File: config.mk
export PLATFORM = sky130hd
export DESIGN_NAME = id_ex_stage
export DESIGN_NICKNAME = d
export VERILOG_FILES = /design/src/rtl/mips_pipe_pkg.sv /design/src/rtl/load_use_detect.sv /design/src/rtl/id_ex_stage.sv
export SDC_FILE = /design/constraint.sdc
export NUM_CORES = 1
export LEC_CHECK = 0
export CAP_MARGIN = 20
export CORE_AREA = 4 4 136 99
export CTS_BUF_LIST = sky130_fd_sc_hd__clkbuf_8 sky130_fd_sc_hd__clkbuf_16
export DETAILED_ROUTE_END_ITERATION = 10
export DIE_AREA = 0 0 140 103
export HOLD_SLACK_MARGIN = 0.1
export PLACE_DENSITY = 0.78
export REMOVE_ABC_BUFFERS = 1
export SYNTH_ARGS = -nofsm -noshare
export SYNTH_HDL_FRONTEND = slang
export SYNTH_HIERARCHICAL = 1
export SYNTH_SLANG_ARGS = --single-unit
File: constraint.sdc
create_clock -name clk -period 4.5 [get_ports clk]
set_input_delay 0.675 -clock clk [delete_from_list [all_inputs] [get_ports clk]]
set_output_delay 0.675 -clock clk [all_outputs]
set_load 0.01 [all_outputs]
File: src/rtl/mips_pipe_pkg.sv
// Shared MIPS pipeline definitions: control-bus layout, FSM states,
// and small helpers used by the ID/EX stage.
package mips_pipe_pkg;

  localparam int CTRL_W          = 10;
  localparam int CTRL_REG_WRITE  = 0;
  localparam int CTRL_MEM_READ   = 1;
  localparam int CTRL_MEM_WRITE  = 2;
  localparam int CTRL_MEM_TO_REG = 3;
  localparam int CTRL_ALU_SRC    = 4;
  localparam int CTRL_REG_DST    = 5;
  localparam int CTRL_ALU_OP_LSB = 6;

  localparam logic [4:0] REG_ZERO = 5'd0;

  typedef enum logic {
    RUN  = 1'b0,
    HOLD = 1'b1
  } state_e;

  function automatic logic [4:0] sel_dest(
    input logic       reg_dst,
    input logic [4:0] rd,
    input logic [4:0] rt
  );
    return reg_dst ? rd : rt;
  endfunction

endpackage

File: src/rtl/load_use_detect.sv
// Combinational load-use comparator between the load in EX and
// the instruction currently decoded in ID.
module load_use_detect
  import mips_pipe_pkg::*;
(
  input  logic       id_valid,
  input  logic [4:0] id_rs,
  input  logic [4:0] id_rt,
  input  logic       id_uses_rs,
  input  logic       id_uses_rt,
  input  logic       ex_valid,
  input  logic       ex_mem_read,
  input  logic [4:0] ex_dest,
  output logic       load_use
);

  logic rs_hit;
  logic rt_hit;

  always_comb begin
    rs_hit   = id_uses_rs && (id_rs == ex_dest);
    rt_hit   = id_uses_rt && (id_rt == ex_dest);
    load_use = id_valid && ex_valid && ex_mem_read &&
               (ex_dest != REG_ZERO) && (rs_hit || rt_hit);
  end

endmodule

File: src/rtl/id_ex_stage.sv
// ID/EX pipeline register with load-use stall, memory freeze and flush.
// Define HAZARD_STATS_EN to add saturating bubble/hold counters.
module id_ex_stage
  import mips_pipe_pkg::*;
#(
  parameter int DATA_W = 32,
  parameter int CTRL_W = mips_pipe_pkg::CTRL_W
) (
  input  logic              clk,
  input  logic              reset,
  input  logic              id_valid,
  input  logic [4:0]        id_rs,
  input  logic [4:0]        id_rt,
  input  logic [4:0]        id_rd,
  input  logic              id_uses_rs,
  input  logic              id_uses_rt,
  input  logic [DATA_W-1:0] id_data1,
  input  logic [DATA_W-1:0] id_data2,
  input  logic [DATA_W-1:0] id_imm,
  input  logic [CTRL_W-1:0] id_ctrl,
  input  logic              mem_busy,
  input  logic              ex_flush,
  output logic              stall,
  output logic              ex_valid,
  output logic [4:0]        ex_rs,
  output logic [4:0]        ex_rt,
  output logic [4:0]        ex_dest,
  output logic [DATA_W-1:0] ex_data1,
  output logic [DATA_W-1:0] ex_data2,
  output logic [DATA_W-1:0] ex_imm,
  output logic [CTRL_W-1:0] ex_ctrl
`ifdef HAZARD_STATS_EN
  ,
  output logic [31:0]       bubble_cnt,
  output logic [31:0]       hold_cnt
`endif
);

  state_e state_q, state_d;
  logic   flush_pend_q, flush_pend_d;
  logic   load_use;
  logic   bubble;

  logic              valid_q, valid_d;
  logic [4:0]        rs_q, rs_d;
  logic [4:0]        rt_q, rt_d;
  logic [4:0]        dest_q, dest_d;
  logic [DATA_W-1:0] data1_q, data1_d;
  logic [DATA_W-1:0] data2_q, data2_d;
  logic [DATA_W-1:0] imm_q, imm_d;
  logic [CTRL_W-1:0] ctrl_q, ctrl_d;

  load_use_detect u_lud (
    .id_valid    (id_valid),
    .id_rs       (id_rs),
    .id_rt       (id_rt),
    .id_uses_rs  (id_uses_rs),
    .id_uses_rt  (id_uses_rt),
    .ex_valid    (valid_q),
    .ex_mem_read (ctrl_q[CTRL_MEM_READ]),
    .ex_dest     (dest_q),
    .load_use    (load_use)
  );

  assign stall = mem_busy | load_use;

  always_comb begin
    state_d      = state_q;
    flush_pend_d = flush_pend_q;
    bubble       = 1'b0;
    valid_d      = valid_q;
    rs_d         = rs_q;
    rt_d         = rt_q;
    dest_d       = dest_q;
    data1_d      = data1_q;
    data2_d      = data2_q;
    imm_d        = imm_q;
    ctrl_d       = ctrl_q;

    case (state_q)
      RUN:  if (mem_busy)  state_d = HOLD;
      HOLD: if (!mem_busy) state_d = RUN;
      default:             state_d = RUN;
    endcase

    // A flush seen while frozen is remembered and applied on release.
    if (mem_busy) begin
      if (ex_flush) flush_pend_d = 1'b1;
    end else if (ex_flush || flush_pend_q) begin
      bubble       = 1'b1;
      flush_pend_d = 1'b0;
    end else if (load_use) begin
      bubble = 1'b1;
    end else begin
      valid_d = id_valid;
      rs_d    = id_rs;
      rt_d    = id_rt;
      dest_d  = sel_dest(id_ctrl[CTRL_REG_DST], id_rd, id_rt);
      data1_d = id_data1;
      data2_d = id_data2;
      imm_d   = id_imm;
      ctrl_d  = id_valid ? id_ctrl : '0;
    end

    if (bubble) begin
      valid_d = 1'b0;
      rs_d    = '0;
      rt_d    = '0;
      dest_d  = '0;
      data1_d = '0;
      data2_d = '0;
      imm_d   = '0;
      ctrl_d  = '0;
    end
  end

  always_ff @(posedge clk or posedge reset) begin
    if (reset) begin
      state_q      <= RUN;
      flush_pend_q <= 1'b0;
      valid_q      <= 1'b0;
      rs_q         <= '0;
      rt_q         <= '0;
      dest_q       <= '0;
      data1_q      <= '0;
      data2_q      <= '0;
      imm_q        <= '0;
      ctrl_q       <= '0;
    end else begin
      state_q      <= state_d;
      flush_pend_q <= flush_pend_d;
      valid_q      <= valid_d;
      rs_q         <= rs_d;
      rt_q         <= rt_d;
      dest_q       <= dest_d;
      data1_q      <= data1_d;
      data2_q      <= data2_d;
      imm_q        <= imm_d;
      ctrl_q       <= ctrl_d;
    end
  end

  assign ex_valid = valid_q;
  assign ex_rs    = rs_q;
  assign ex_rt    = rt_q;
  assign ex_dest  = dest_q;
  assign ex_data1 = data1_q;
  assign ex_data2 = data2_q;
  assign ex_imm   = imm_q;
  assign ex_ctrl  = ctrl_q;

`ifdef HAZARD_STATS_EN
  logic        lu_ins;
  logic [31:0] bubble_cnt_q, bubble_cnt_d;
  logic [31:0] hold_cnt_q, hold_cnt_d;

  always_comb begin
    lu_ins       = !mem_busy && !ex_flush && !flush_pend_q && load_use;
    bubble_cnt_d = bubble_cnt_q;
    hold_cnt_d   = hold_cnt_q;
    if (lu_ins && (bubble_cnt_q != '1))
      bubble_cnt_d = bubble_cnt_q + 32'd1;
    if ((state_q == HOLD) && (hold_cnt_q != '1))
      hold_cnt_d = hold_cnt_q + 32'd1;
  end

  always_ff @(posedge clk or posedge reset) begin
    if (reset) begin
      bubble_cnt_q <= '0;
      hold_cnt_q   <= '0;
    end else begin
      bubble_cnt_q <= bubble_cnt_d;
      hold_cnt_q   <= hold_cnt_d;
    end
  end

  assign bubble_cnt = bubble_cnt_q;
  assign hold_cnt   = hold_cnt_q;
`endif

endmodule

==> results of run 1 <==
[power groups by stage]
stage | Clock (mW) | Sequential [mW] | Combinational (mW)
6_report | 1.45 | 1.23 | 0.472
5_1_grt | 1.53 | 1.24 | 0.504
4_1_cts | 1.49 | 1.23 | 0.479
3_5_place_dp | 0 | 1.25 | 0.475
3_3_place_gp | 0 | 1.25 | 0.468
2_1_floorplan | 0 | 1.28 | 0.111
[cell families after synthesis]
kind of cell / count (synthesis) / share of synthesized area (%)
compound gates: 125 / 24.0
xor+xnor: 10 / 1.94
buf+inv: 29 / 2.72
flops: 123 / 68.3
mux: 5 / 1.11
simple gates: 13 / 1.86
[layout make-up]
cell class	count	area share (%)
tap	162	2.61
inverter	1	0.0805
sequential	123	39.6
multi-input combinational	153	16.8
clock inverter	15	2.67
clock buffer	17	5.48
timing repair buffer	254	32.7
[flip-flops by register name, summed over array words and instances, names as in the netlist]
signal        count
ex_ctrl          10
ex_data1         32
ex_data2         32
ex_dest           5
ex_imm           32
ex_rs             5
ex_rt             5
ex_valid          1
flush_pend_q      1
[Yosys cell counts (all sizes together), types with 3 or more instances]
master | number | area [sq um]
dfrtp | 123 | 3080
a22o | 107 | 937
clkbuf | 20 | 75.1
a32o | 10 | 100
buf | 8 | 43.8
xor2 | 8 | 70.1
mux2i | 5 | 50.1
nand2 | 5 | 18.8
o21ai | 5 | 25.0
nor4 | 3 | 33.8
[through the flow]
stage | std cells | hold WS (ns)
6_report | 725 | 0.494
5_1_grt | 725 | 0.511
4_1_cts | 725 | 0.499
3_5_place_dp | 693 | 0.480
3_3_place_gp | 693 | 0.473
2_1_floorplan | 277 | 0.531
[layer usage]
metal	global-route usage, %	vias up	part of all wire, %	routed length (um)
met3	7.05	21	8.0	1120
li1	-	1676	-	-
met5	0	-	0	0
met1	25.1	1795	44	6140
met4	6.40	0	1.6	223
met2	31.1	186	47	6560
[placed cells by master, fill, tap and decap left out, types with 2 or more instances in the layout]
master           count
a22o_1             107
a32o_1              10
buf_4                4
bufinv_16            4
clkbuf_16           17
clkdlybuf4s50_1    249
clkinv_4             2
dfrtp_1            123
inv_6                7
mux2i_1              5
nand2_1              5
nand3_1              2
nor4_1               2
o21ai_0              5
or4_1                2
xnor2_1              2
xor2_1               8
[worst paths after layout]
| check | startpoint | to | slack [ns] |
|---|---|---|---|
| worst min-delay path | ex_ctrl[3] | ex_ctrl[3] | 0.49 |
| max in group asynchronous | reset | ex_ctrl[3] | 2.94 |
| worst max-delay path | id_rs[0] | stall | 1.02 |
| min in group asynchronous | reset | ex_ctrl[4] | 0.75 |
| worst min register to register | ex_ctrl[3] | ex_ctrl[3] | 0.49 |
| worst max register to register | ex_dest[1] | ex_data1[11] | 2.16 |
==> impl_metrics.json, run 1 <==
{
  "status": "completed",
  "multi_input_area_sq_um": 1310,
  "grt_max_degree": 68,
  "detailedPlace.worstSlack_ns": 1.04,
  "synth-seq-area-share_pct": 68.3,
  "ctsHoldBuffers": 0,
  "drtIter0Drc": 174,
  "drc": 0,
  "setup.worst_path.end_class": "primary output",
  "required_ns": 3.83,
  "internal-power_mw": 2.41,
  "hold_viol": 0,
  "setup_viol": 0,
  "port_buffers": 250,
  "cts_buffer_depth": 2,
  "rsz0062_at_grt": "no",
  "fill_cells": 889,
  "rows": 34,
  "grt_pass1_wl_um": 21800,
  "core_area_sq_um": 12200,
  "ios": 251,
  "crit_fanout": 3,
  "cts.sinks": 123,
  "postPlaceCellArea_sq_um": 7130,
  "fin_ws_ns": 1.02,
  "reg2reg_depth": 6,
  "slowest_stage": "clkdlybuf4s50_1",
  "cts_max_level": 4,
  "ys_ff_latch": 123,
  "antennaDiodeCount": 0,
  "min_path_cells": 1,
  "grt_overflow": 0,
  "cts_root_buf": "clkbuf_16",
  "syn-instance-count": 305,
  "crit_family": "buffers and inverters",
  "p_seq_share_pct": 39.1,
  "clockPowerShare_pct": 46.0,
  "p_total_mw": 3.16,
  "gp_congestion": 0.820,
  "clkLatencyLatePin_ns": 0.41,
  "ir_drop_mv": 0.251,
  "path_class": "in2out",
  "switching_power_mw": 0.745,
  "start_kind": "primary input",
  "slowest_delay_ns": 0.53,
  "cp_common_cell": "clkdlybuf4s50_1",
  "fin_tns_setup_ns": 0,
  "p_leak_nw": 3.43,
  "synthesis.area_sq_um": 4510,
  "drive_gt1_share_pct": 6.93,
  "cts-buffers-inserted": 17,
  "cts_setup_buffers": 0,
  "synth_async_sr_flop_share_pct": 100,
  "grtUsageTotal_pct": 19.5,
  "stdcell_area_sq_um": 7770,
  "ys_types": 21,
  "fin_skew_ns": 0.00936,
  "fin_crit_sh_pct": 77.4,
  "comb_power_share_pct": 14.9,
  "post_drt_via_cell_ratio": 5.07,
  "wl_per_cell_um": 19.4,
  "avgSynthCellArea_sq_um": 14.8,
  "drt-total-wl_um": 14000,
  "die-area_sq_um": 14400,
  "final-seq-area_sq_um": 3080,
  "crit_buf_inv": 2,
  "fin_util_pct": 63.8,
  "power.density_nw_per_um2": 406,
  "antenna_found_initial": 0,
  "dr.pass1.iters": 4,
  "cp.arrival_ns": 2.81,
  "area_delta_synth_final_pct": 72.4,
  "synth-edff-count": 0,
  "drv_cap": 0,
  "dp_hpwl_um": 10000,
  "worstMarginPinSlew_ns": 0.733,
  "switching_share_pct": 23.6,
  "cts_tree": "yes",
  "die_y_um": 103,
  "clkTransAtPathRegs_ns": 0.05,
  "synth_flop_cell": "dfrtp_1",
  "max_freq_mhz": 287,
  "via_count": 3678,
  "ant_nets": 0,
  "relSlewSlack_pct": 51.2,
  "slew_viol_final": 0,
  "start_util_pct": 37.0,
  "ys_warn_count": 6,
  "grt_pass1_vias": 3847,
  "final.min_clock_period_ns": 3.48,
  "ctsResizeCount": 0,
  "hp-class": "reg2reg",
  "die_w_um": 140,
  "crit_chain": "clkdlybuf4s50_1, xor2_1, nor4_1, nand3_1, a21oi_1, or2_2, clkdlybuf4s50_1",
  "worst-path-stages": 7,
  "nNetsFinal": 678
}
No activity file was read; power rests on OpenSTA's default activity.
==> run 2, diff against run 1 <==
CORE_AREA = 4 4 141 102   (was 4 4 136 99)
DIE_AREA = 0 0 145 106   (was 0 0 140 103)
PLACE_DENSITY = 0.76   (was 0.78)
clock period = 3.2 ns   (was 4.5 ns; I/O delays follow)
==> run 2 against run 1 <==
- die area rose by 6.6%
- flip-flop and latch count did not move
- final area rose by 0.37%
- clock skew fell by 0.00087 ns
- register-to-register slack got worse by 1.4 ns
- first-iteration DRC count fell by 16%
- clock-buffer cell count rose by 1
- sequential share of layout area fell by 0.15 points
- setup slack got worse by 0.84 ns
- critical path depth did not move
==> impl_metrics.json, run 2 (synthesis results as in run 1) <==
{
  "status": "completed",
  "crit_chain": "clkdlybuf4s50_1, xor2_1, nor4_1, nand3_1, a21oi_1, or2_2, clkdlybuf4s50_1",
  "dr_wl_met3_um": 1310,
  "cts_buffer_depth": 2,
  "dp_hpwl_um": 10000,
  "wl_met1_um": 5970,
  "final.min_clock_period_ns": 3.02,
  "ir_drop_mv": 0.328,
  "area_delta_synth_final_pct": 73.0,
  "cts-buffers-inserted": 17,
  "port_buffers": 250,
  "drc": 0,
  "fin_crit_sh_pct": 94.4,
  "grt_overflow": 0,
  "slowest_stage": "clkdlybuf4s50_1",
  "layout_commonest_cell": "clkdlybuf4s50_1",
  "cp.arrival_ns": 2.54,
  "gp_congestion": 0.781,
  "cts.sinks": 123,
  "detailedPlace.worstSlack_ns": 0.215,
  "grt_pass1_wl_um": 22300,
  "drv_cap": 0,
  "required_ns": 2.72,
  "antennaDiodeCount": 0,
  "path_class": "in2out",
  "core_area_sq_um": 13000,
  "ctsResizeCount": 0,
  "setup_viol": 0,
  "cts_max_level": 4,
  "layout_common_cells": "clkdlybuf4s50_1 (249), dfrtp_1 (123), a22o_1 (107), clkbuf_16 (17), a32o_1 (10)",
  "start_kind": "primary input",
  "wl_per_cell_um": 18.9,
  "clkLatencyLatePin_ns": 0.40,
  "cts_setup_buffers": 0,
  "drive_gt1_share_pct": 7.42,
  "p_leak_nw": 3.45,
  "die_y_um": 106,
  "die_w_um": 145,
  "highest_layer": "met4",
  "max_freq_mhz": 331,
  "clkTransAtPathRegs_ns": 0.06,
  "rsz0062_at_grt": "no",
  "start_util_pct": 34.6,
  "ant_nets": 0,
  "cts_tree": "yes",
  "dp.cells": 700,
  "grt_max_degree": 82,
  "post_drt_via_cell_ratio": 5.05,
  "dr.pass1.iters": 4,
  "fin_ws_ns": 0.180,
  "grtUsageTotal_pct": 18.0,
  "drtIter0Drc": 147,
  "rows": 35,
  "via_count": 3695,
  "cts_root_buf": "clkbuf_16",
  "slew_viol_final": 0,
  "die-area_sq_um": 15400,
  "ios": 251,
  "drt-total-wl_um": 13800,
  "antenna_found_initial": 0,
  "power.density_nw_per_um2": 568,
  "worstMarginPinSlew_ns": 0.856,
  "slowest_delay_ns": 0.53,
  "stdcell_count": 732,
  "route.met2.wl_um": 6420,
  "hp-class": "in2async",
  "crit_family": "buffers and inverters",
  "relSlewSlack_pct": 42.9,
  "cp_common_cell": "clkdlybuf4s50_1",
  "ctsHoldBuffers": 0,
  "grt_pass1_vias": 3989,
  "crit_buf_inv": 2,
  "crit_fanout": 2,
  "hold_viol": 0,
  "fin_skew_ns": 0.00849,
  "setup.worst_path.end_class": "primary output",
  "nNetsFinal": 681
}
==> run 2: final timing paths <==
kind	from	end	slack (ns)	depth (start not counted)
min	reset	ex_imm[23]	0.47	2
max	id_rs[3]	stall	0.18	7
max reg2reg	ex_dest[1]	ex_data1[7]	0.73	7
max in group asynchronous	reset	ex_data2[4]	1.89	3
min in group clk	ex_ctrl[8]	ex_ctrl[8]	0.49	1
min reg2reg	ex_ctrl[8]	ex_ctrl[8]	0.49	1
==> run 2: report_power, final <==
group          switching [mW]  internal, mW
logic                   0.252         0.410
clock network           0.701          1.33
registers              0.0703          1.66
==> run 2: metrics by stage <==
| step | hold WS, ns | util [%] | instance area [sq um] | total power, mW | TNS, ns |
|---|---|---|---|---|---|
| global placement | 0.472 | 55.1 | 7160 | 2.42 | 0 |
| global route | 0.512 | 59.9 | 7800 | 4.62 | 0 |
| CTS | 0.472 | 59.9 | 7800 | 4.49 | 0 |
| finish | 0.474 | 59.9 | 7800 | 4.43 | 0 |
| floorplan | 0.531 | - | 4390 | 1.96 | -202.20 |
| detailed placement | 0.480 | 55.1 | 7160 | 2.43 | 0 |
==> run 2: per-layer routing <==
metal,up-vias,GRT usage (%)
li1,1683,-
met1,1825,22.5
met2,175,28.6
met3,12,8.10
met4,0,4.54
met5,-,0
==> run 2: final cells by class <==
cell class | instances | area, sq um
clock buffer | 18 | 439
tap | 166 | 208
sequential | 123 | 3080
clock inverter | 14 | 195
fill | 1021 | 5210
inverter | 1 | 6.26
timing repair buffer | 257 | 2560
multi-input combinational | 153 | 1310
